**config.mk**
```make
export PLATFORM = sky130hd
export DESIGN_NAME = step_scheduler
export DESIGN_NICKNAME = d
export VERILOG_FILES = /design/src/rtl/seq_pkg.sv /design/src/rtl/period_divider.sv /design/src/rtl/step_scheduler.sv
export SDC_FILE = /design/constraint.sdc
export NUM_CORES = 1
export LEC_CHECK = 0
export CORE_MARGIN = 3
export CORE_UTILIZATION = 45
export CTS_CLUSTER_DIAMETER = 80
export DETAILED_ROUTE_END_ITERATION = 16
export PLACE_DENSITY = 0.68
export SLEW_MARGIN = 5
export SYNTH_ARGS = -nofsm -noshare
export SYNTH_HDL_FRONTEND = slang
export SYNTH_HIERARCHICAL = 1
export SYNTH_SLANG_ARGS = --single-unit
```
**constraint.sdc**
```tcl
create_clock -name CLOCK_50 -period 9.3 [get_ports CLOCK_50]
set_clock_uncertainty 0.05 [all_clocks]
set_input_delay 1.86 -clock CLOCK_50 [delete_from_list [all_inputs] [get_ports CLOCK_50]]
set_output_delay 1.86 -clock CLOCK_50 [all_outputs]
set_load 0.03 [all_outputs]
```
**src/rtl/seq_pkg.sv**
```systemverilog
// Shared definitions for the step sequencer: scheduler state encoding,
// divider iteration count and the cycles-per-minute constant.
package seq_pkg;

    localparam int         DIV_ITERS = 32;
    localparam logic [6:0] LOOPS_INF = 7'd0;

    typedef enum logic [3:0] {
        ST_IDLE = 4'b0001,
        ST_CALC = 4'b0010,
        ST_RUN  = 4'b0100,
        ST_DONE = 4'b1000
    } sched_state_t;

    // Clock cycles in one minute; callers guarantee the product fits 32 bits.
    function automatic logic [31:0] cycles_per_min(input int unsigned clk_hz);
        logic [63:0] prod;
        prod = 64'(clk_hz) * 64'd60;
        return prod[31:0];
    endfunction

endpackage

```
**src/rtl/period_divider.sv**
```systemverilog
// Restoring divider (32-bit dividend, 10-bit divisor): one quotient bit per
// cycle, dv_done pulses for one cycle after the last iteration.
module period_divider
    import seq_pkg::*;
(
    input  logic        clk,
    input  logic        reset,
    input  logic        start,
    input  logic [31:0] dividend,
    input  logic [9:0]  divisor,
    output logic [31:0] quotient,
    output logic        dv_done
);

    // quo_q shifts dividend bits out of the top while quotient bits enter at the bottom
    logic [31:0] quo_q, quo_d;
    logic [9:0]  rem_q, rem_d;
    logic [9:0]  dvs_q, dvs_d;
    logic [5:0]  cnt_q, cnt_d;
    logic        busy_q, busy_d;
    logic        done_q, done_d;
    logic [11:0] trial_s;

    // One restoring-division iteration per cycle while busy
    always_comb begin
        quo_d   = quo_q;
        rem_d   = rem_q;
        dvs_d   = dvs_q;
        cnt_d   = cnt_q;
        busy_d  = busy_q;
        done_d  = 1'b0;
        trial_s = {1'b0, rem_q, quo_q[31]} - {2'b00, dvs_q};
        if (start) begin
            quo_d  = dividend;
            rem_d  = 10'd0;
            dvs_d  = divisor;
            cnt_d  = 6'(DIV_ITERS);
            busy_d = 1'b1;
        end else if (busy_q) begin
            if (trial_s[11]) begin
                rem_d = {rem_q[8:0], quo_q[31]};
                quo_d = {quo_q[30:0], 1'b0};
            end else begin
                rem_d = trial_s[9:0];
                quo_d = {quo_q[30:0], 1'b1};
            end
            cnt_d = cnt_q - 6'd1;
            if (cnt_q == 6'd1) begin
                busy_d = 1'b0;
                done_d = 1'b1;
            end else begin
                busy_d = 1'b1;
            end
        end else begin
            busy_d = 1'b0;
        end
    end

    // Divider state register with synchronous clear
    always_ff @(posedge clk) begin
        if (reset) begin
            quo_q  <= 32'd0;
            rem_q  <= 10'd0;
            dvs_q  <= 10'd0;
            cnt_q  <= 6'd0;
            busy_q <= 1'b0;
            done_q <= 1'b0;
        end else begin
            quo_q  <= quo_d;
            rem_q  <= rem_d;
            dvs_q  <= dvs_d;
            cnt_q  <= cnt_d;
            busy_q <= busy_d;
            done_q <= done_d;
        end
    end

    assign quotient = quo_q;
    assign dv_done  = done_q;

endmodule

```
**src/rtl/step_scheduler.sv**
```systemverilog
// Playback scheduler: BPM -> step period, walks step_idx and counts passes.
// Optional macro STEP_SCHED_LIVE_BPM_EN enables background tempo changes in RUN.
module step_scheduler
    import seq_pkg::*;
#(
    parameter int CLK_HZ  = 50_000_000,
    parameter int STEPS   = 16,
    parameter int STEPS_W = 4
) (
    input  logic               CLOCK_50,
    input  logic               reset,
    input  logic [9:0]         BPM,
    input  logic [6:0]         Loops,
    input  logic               Start,
    input  logic               Stop,
    output logic               play_en,
    output logic               step_tick,
    output logic [STEPS_W-1:0] step_idx,
    output logic [6:0]         loop_cnt,
    output logic               done
);

    localparam logic [31:0] DIVIDEND = cycles_per_min(CLK_HZ);

    sched_state_t       state_q, state_d;
    logic [6:0]         loops_q, loops_d;
    logic [31:0]        period_q, period_d;
    logic [31:0]        cnt_q, cnt_d;
    logic [STEPS_W-1:0] idx_q, idx_d;
    logic [6:0]         lcnt_q, lcnt_d;
    logic               tick_q, tick_d;
    logic               done_q, done_d;
    logic               play_en_q, play_en_d;
    logic               start_low_q, start_low_d;

    logic               accept_s;
    logic               last_s;
    logic               wrap_s;
    logic [6:0]         lcnt_inc_s;
    logic               div_start_s;
    logic [31:0]        div_quot_s;
    logic               div_done_s;

`ifdef STEP_SCHED_LIVE_BPM_EN
    // In the default build the divider's own divisor register is the latched BPM
    logic [9:0]         bpm_q, bpm_d;
    logic               pend_q, pend_d;
    logic [31:0]        pend_period_q, pend_period_d;
`endif

    period_divider u_div (
        .clk      (CLOCK_50),
        .reset    (reset),
        .start    (div_start_s),
        .dividend (DIVIDEND),
        .divisor  (BPM),
        .quotient (div_quot_s),
        .dv_done  (div_done_s)
    );

    // Session FSM, step counter and registered-output next values
    always_comb begin
        state_d     = state_q;
        loops_d     = loops_q;
        period_d    = period_q;
        cnt_d       = cnt_q;
        idx_d       = idx_q;
        lcnt_d      = lcnt_q;
        tick_d      = 1'b0;
        start_low_d = start_low_q;
        div_start_s = 1'b0;
`ifdef STEP_SCHED_LIVE_BPM_EN
        bpm_d         = bpm_q;
        pend_d        = pend_q;
        pend_period_d = pend_period_q;
`endif
        accept_s   = Start && (BPM != 10'd0) && !Stop && start_low_q;
        last_s     = (cnt_q == (period_q - 32'd1));
        wrap_s     = (idx_q == STEPS_W'(STEPS - 1));
        lcnt_inc_s = (lcnt_q == 7'd127) ? lcnt_q : (lcnt_q + 7'd1);

        case (state_q)
            ST_IDLE: begin
                if (accept_s) begin
                    loops_d     = Loops;
                    div_start_s = 1'b1;
                    idx_d       = '0;
                    lcnt_d      = 7'd0;
                    start_low_d = 1'b0;
                    state_d     = ST_CALC;
`ifdef STEP_SCHED_LIVE_BPM_EN
                    bpm_d  = BPM;
                    pend_d = 1'b0;
`endif
                end else if (!Start) begin
                    start_low_d = 1'b1;
                end else begin
                    start_low_d = start_low_q;
                end
            end
            ST_CALC: begin
                if (Stop) begin
                    state_d = ST_IDLE;
                end else if (div_done_s) begin
                    period_d = div_quot_s;
                    cnt_d    = 32'd0;
                    idx_d    = '0;
                    tick_d   = 1'b1;
                    state_d  = ST_RUN;
                end else begin
                    state_d = ST_CALC;
                end
            end
            ST_RUN: begin
                if (Stop) begin
                    state_d = ST_IDLE;
                end else begin
                    if (last_s) begin
                        cnt_d = 32'd0;
`ifdef STEP_SCHED_LIVE_BPM_EN
                        if (pend_q) begin
                            period_d = pend_period_q;
                            pend_d   = 1'b0;
                        end else begin
                            period_d = period_q;
                        end
`endif
                        if (wrap_s) begin
                            lcnt_d = lcnt_inc_s;
                            if ((loops_q != LOOPS_INF) && (lcnt_inc_s == loops_q)) begin
                                state_d = ST_DONE;
                            end else begin
                                idx_d  = '0;
                                tick_d = 1'b1;
                            end
                        end else begin
                            idx_d  = idx_q + STEPS_W'(1);
                            tick_d = 1'b1;
                        end
                    end else begin
                        cnt_d = cnt_q + 32'd1;
                    end
`ifdef STEP_SCHED_LIVE_BPM_EN
                    // A fresh tempo change restarts the divider and discards any pending result
                    if (div_done_s) begin
                        pend_d        = 1'b1;
                        pend_period_d = div_quot_s;
                    end else begin
                        pend_period_d = pend_period_q;
                    end
                    if ((BPM != 10'd0) && (BPM != bpm_q)) begin
                        bpm_d       = BPM;
                        div_start_s = 1'b1;
                        pend_d      = 1'b0;
                    end else begin
                        bpm_d = bpm_q;
                    end
`endif
                end
            end
            ST_DONE: begin
                state_d = ST_IDLE;
            end
            default: begin
                state_d = ST_IDLE;
            end
        endcase

        play_en_d = (state_d == ST_CALC) || (state_d == ST_RUN);
        done_d    = (state_d == ST_DONE);
    end

    // Scheduler state and registered outputs
    always_ff @(posedge CLOCK_50) begin
        if (reset) begin
            state_q     <= ST_IDLE;
            loops_q     <= 7'd0;
            period_q    <= 32'd0;
            cnt_q       <= 32'd0;
            idx_q       <= '0;
            lcnt_q      <= 7'd0;
            tick_q      <= 1'b0;
            done_q      <= 1'b0;
            play_en_q   <= 1'b0;
            start_low_q <= 1'b1;
`ifdef STEP_SCHED_LIVE_BPM_EN
            bpm_q         <= 10'd0;
            pend_q        <= 1'b0;
            pend_period_q <= 32'd0;
`endif
        end else begin
            state_q     <= state_d;
            loops_q     <= loops_d;
            period_q    <= period_d;
            cnt_q       <= cnt_d;
            idx_q       <= idx_d;
            lcnt_q      <= lcnt_d;
            tick_q      <= tick_d;
            done_q      <= done_d;
            play_en_q   <= play_en_d;
            start_low_q <= start_low_d;
`ifdef STEP_SCHED_LIVE_BPM_EN
            bpm_q         <= bpm_d;
            pend_q        <= pend_d;
            pend_period_q <= pend_period_d;
`endif
        end
    end

    assign play_en   = play_en_q;
    assign step_tick = tick_q;
    assign step_idx  = idx_q;
    assign loop_cnt  = lcnt_q;
    assign done      = done_q;

endmodule

```
==> reports/summary.txt <==
Largest net degree at the start of global routing -> 79
DR DRC count -> 0
Die X-Extent -> 143 µm
Final setup fails -> 0
Crit Path Max Fanout -> 30
Outcome -> finished, final reports clean
Hold Fails Final Rpt -> 0
Post-CTS setup buffers -> 0
Arrival time at the worst endpoint -> 4940 ps
DR iter-0 viols -> 560
Drt pass-1 iters -> 5
Latest clock arrival within the worst-skew pair -> 440 ps
Fin crit period -> 4730 ps
Clock Tree Buf Depth -> 2
Syn avg cell area -> 7.83 µm²
Antenna-violating nets left -> 0
CTS tree -> done
Vias -> 7,272
Worst-Margin Slew -> 1110 ps
Die H -> 143 µm
Slew margin rel. -> 26.1%
Global Route Usage Sum -> 19.1%
Pwr/cell area -> 163 nW/µm²
Fmax -> 211 MHz
RSZ-0062 raised after global routing -> false
Full die area -> 20,300 µm²
Layout fillers -> 1,677
Seq/Total Area, Yosys -> 35.8%
Setup TNS -> 0 ps
Reg2reg path depth -> 11
Type of the most critical hold path -> register to register
Share of cells above drive strength 1 -> 5.49%
Final Instance Area -> 9520 µm²
Max Cap Violations -> 0
Cells after Synth -> 1,072
Vias per cell -> 5.43
Number of synthesized flops with an enable pin -> 0
Top Ports -> 35
Synthesized cell area -> 8400 µm²
Cts hold-fix bufs -> 0
CTS Buf Count -> 17
P&R area growth vs syn -> 13.4%
Htree depth -> 4
Worst-path clk slew -> 60 ps
Initial core utilization -> 46.3%
Gr ovfl total -> 0
Row count -> 49
Vias in the first global route -> 6,504
HPWL after detailed placement -> 13,700 µm
First-pass GRT wire length -> 32,100 µm
Avg WL per Cell -> 14.4 µm
Worst Path Required -> 9510 ps
Setup CP Type -> register to register
Critical path endpoint category -> register
Final WL -> 19,300 µm
Area post-placement -> 8920 µm²
Initial antenna violation count -> 0
Post-route clock period utilization -> 50.9%
Yosys cell types -> 70
Hold depth -> 2
Cts repair resizes -> 0
CP Launch Type -> register
Async SR Flop Fraction -> 0%
Final hold slack -> 417 ps
CORE AREA -> 18,100 µm²
Clk sinks -> 150
Max IR drop VDD -> 126 µV
Warning count from the yosys run -> 6
Pleak -> 3.55 nW
# port buffers -> 34
Nets -> 1,137
Pins Over Slew Limit -> 0
Top_reg_cell synth -> dfxtp_1
GP Congestion -> 0.961
Diode count -> 0
Synth Register Bits -> 150
CTS root buf -> clkbuf_16
-- cells in the final DEF, fill, tap and decap left out, types with 33 or more instances in the layout --
master / instances
xnor2_1: 44
xor2_1: 39
dfxtp_1: 149
nor2_1: 135
nand2_1: 129
nor3_1: 59
clkdlybuf4s50_1: 33
nand3_1: 35
a21oi_1: 106
mux2i_1: 50
-- cell families (layout without fill, tap and decap cells) --
kind of cell	after synthesis	count (layout)	synth area share (%)
and+or+nand+nor	490	490	28.6
AOI/OAI and AO/OA	185	185	13.2
DFF	150	150	35.8
buffers and inverters	90	99	4.32
xor gates and xnor gates	83	83	8.66
muxes	55	55	6.68
adders and majority gates	17	17	2.62
other	2	32	0.0895
-- final timing paths --
check	start	endpoint	slack, ps
setup / recovery	period_q[0]$_SDFFE_PP0P_	cnt_q[11]$_SDFFE_PP0P_	4570
hold / removal	u_div/quotient[30]$_SDFFE_PP0P_	period_q[30]$_SDFFE_PP0P_	420
setup reg to reg	period_q[0]$_SDFFE_PP0P_	cnt_q[11]$_SDFFE_PP0P_	4570
hold reg to reg	u_div/quotient[30]$_SDFFE_PP0P_	period_q[30]$_SDFFE_PP0P_	420
-- flip-flops by register name (all words and copies together), names as in the netlist, 4 cells and up --
register / cells
state_q: 4
loop_cnt: 7
u_div/dvs_q: 10
period_q: 32
u_div/quotient: 32
step_idx: 4
cnt_q: 32
loops_q: 7
u_div/rem_q: 10
u_div/cnt_q: 6
-- cell usage after synthesis (5+ instances only) --
cell,number,area [µm²]
dfxtp_1,150,3000
nor2_1,135,507
nand2_1,129,484
a21oi_1,106,531
nor3_1,59,295
mux2i_1,50,500
clkbuf_1,46,173
xnor2_1,44,385
xor2_1,39,342
nand3_1,35,175
inv_1,28,105
o21ai_0,21,105
nand4_1,19,119
or4_1,17,128
and3_1,16,100
ha_1,16,200
nor4_1,16,100
nand2b_1,12,75.1
nor2b_1,9,56.3
buf_2,8,40.0
nor3b_1,6,45.0
a22o_1,5,43.8
buf_1,5,18.8
nand3b_1,5,37.5
o211ai_1,5,37.5
-- stage by stage --
stage / util, % / total power [W] / setup WS, ps / std cells
2_1_floorplan: - / 0.000825 / 5300 / 1102
3_3_place_gp: 49.1 / 0.000855 / 4470 / 1309
3_5_place_dp: 49.1 / 0.000857 / 4290 / 1309
4_1_cts: 52.4 / 0.00157 / 4580 / 1340
5_1_grt: 52.4 / 0.00162 / 4270 / 1340
6_report: 52.4 / 0.00156 / 4570 / 1340
-- final cells by class --
type	count	area, µm²	area share (%)
Clock buffer	19	433	4.55
Clock inverter	12	166	1.75
Inverter	29	109	1.14
Multi-Input combinational cell	862	5140	54.0
Sequential cell	150	3000	31.6
Tap cell	229	287	3.01
Timing Repair Buffer	39	375	3.94
-- worst max-delay path: stages, from the launching register on --
cell      delay [ps]
dfxtp_1          370
inv_1             80
ha_1             220
nor3b_1          620
and3_1           370
a32o_1           200
o211ai_1         110
or4_1            520
or4_4            440
nor4_4           520
o21a_1           920
nor3_1           140
-- report_power, final --
| group | switching (W) | total (W) | internal (W) |
|---|---|---|---|
| registers | 0.0000149 | 0.000676 | 0.000661 |
| clock network | 0.000286 | 0.000713 | 0.000426 |
| logic | 0.0000927 | 0.000167 | 0.0000742 |
-- per-layer routing --
layer / up-vias / global-route usage [%] / routed length [µm]
met5: - / 0 / 0
met2: 132 / 28.1 / 8260
met4: 0 / 5.60 / 282
met1: 3344 / 28.2 / 9920
met3: 19 / 4.07 / 814
li1: 3777 / - / -
Note: power is estimated with default switching activity, not from simulation.
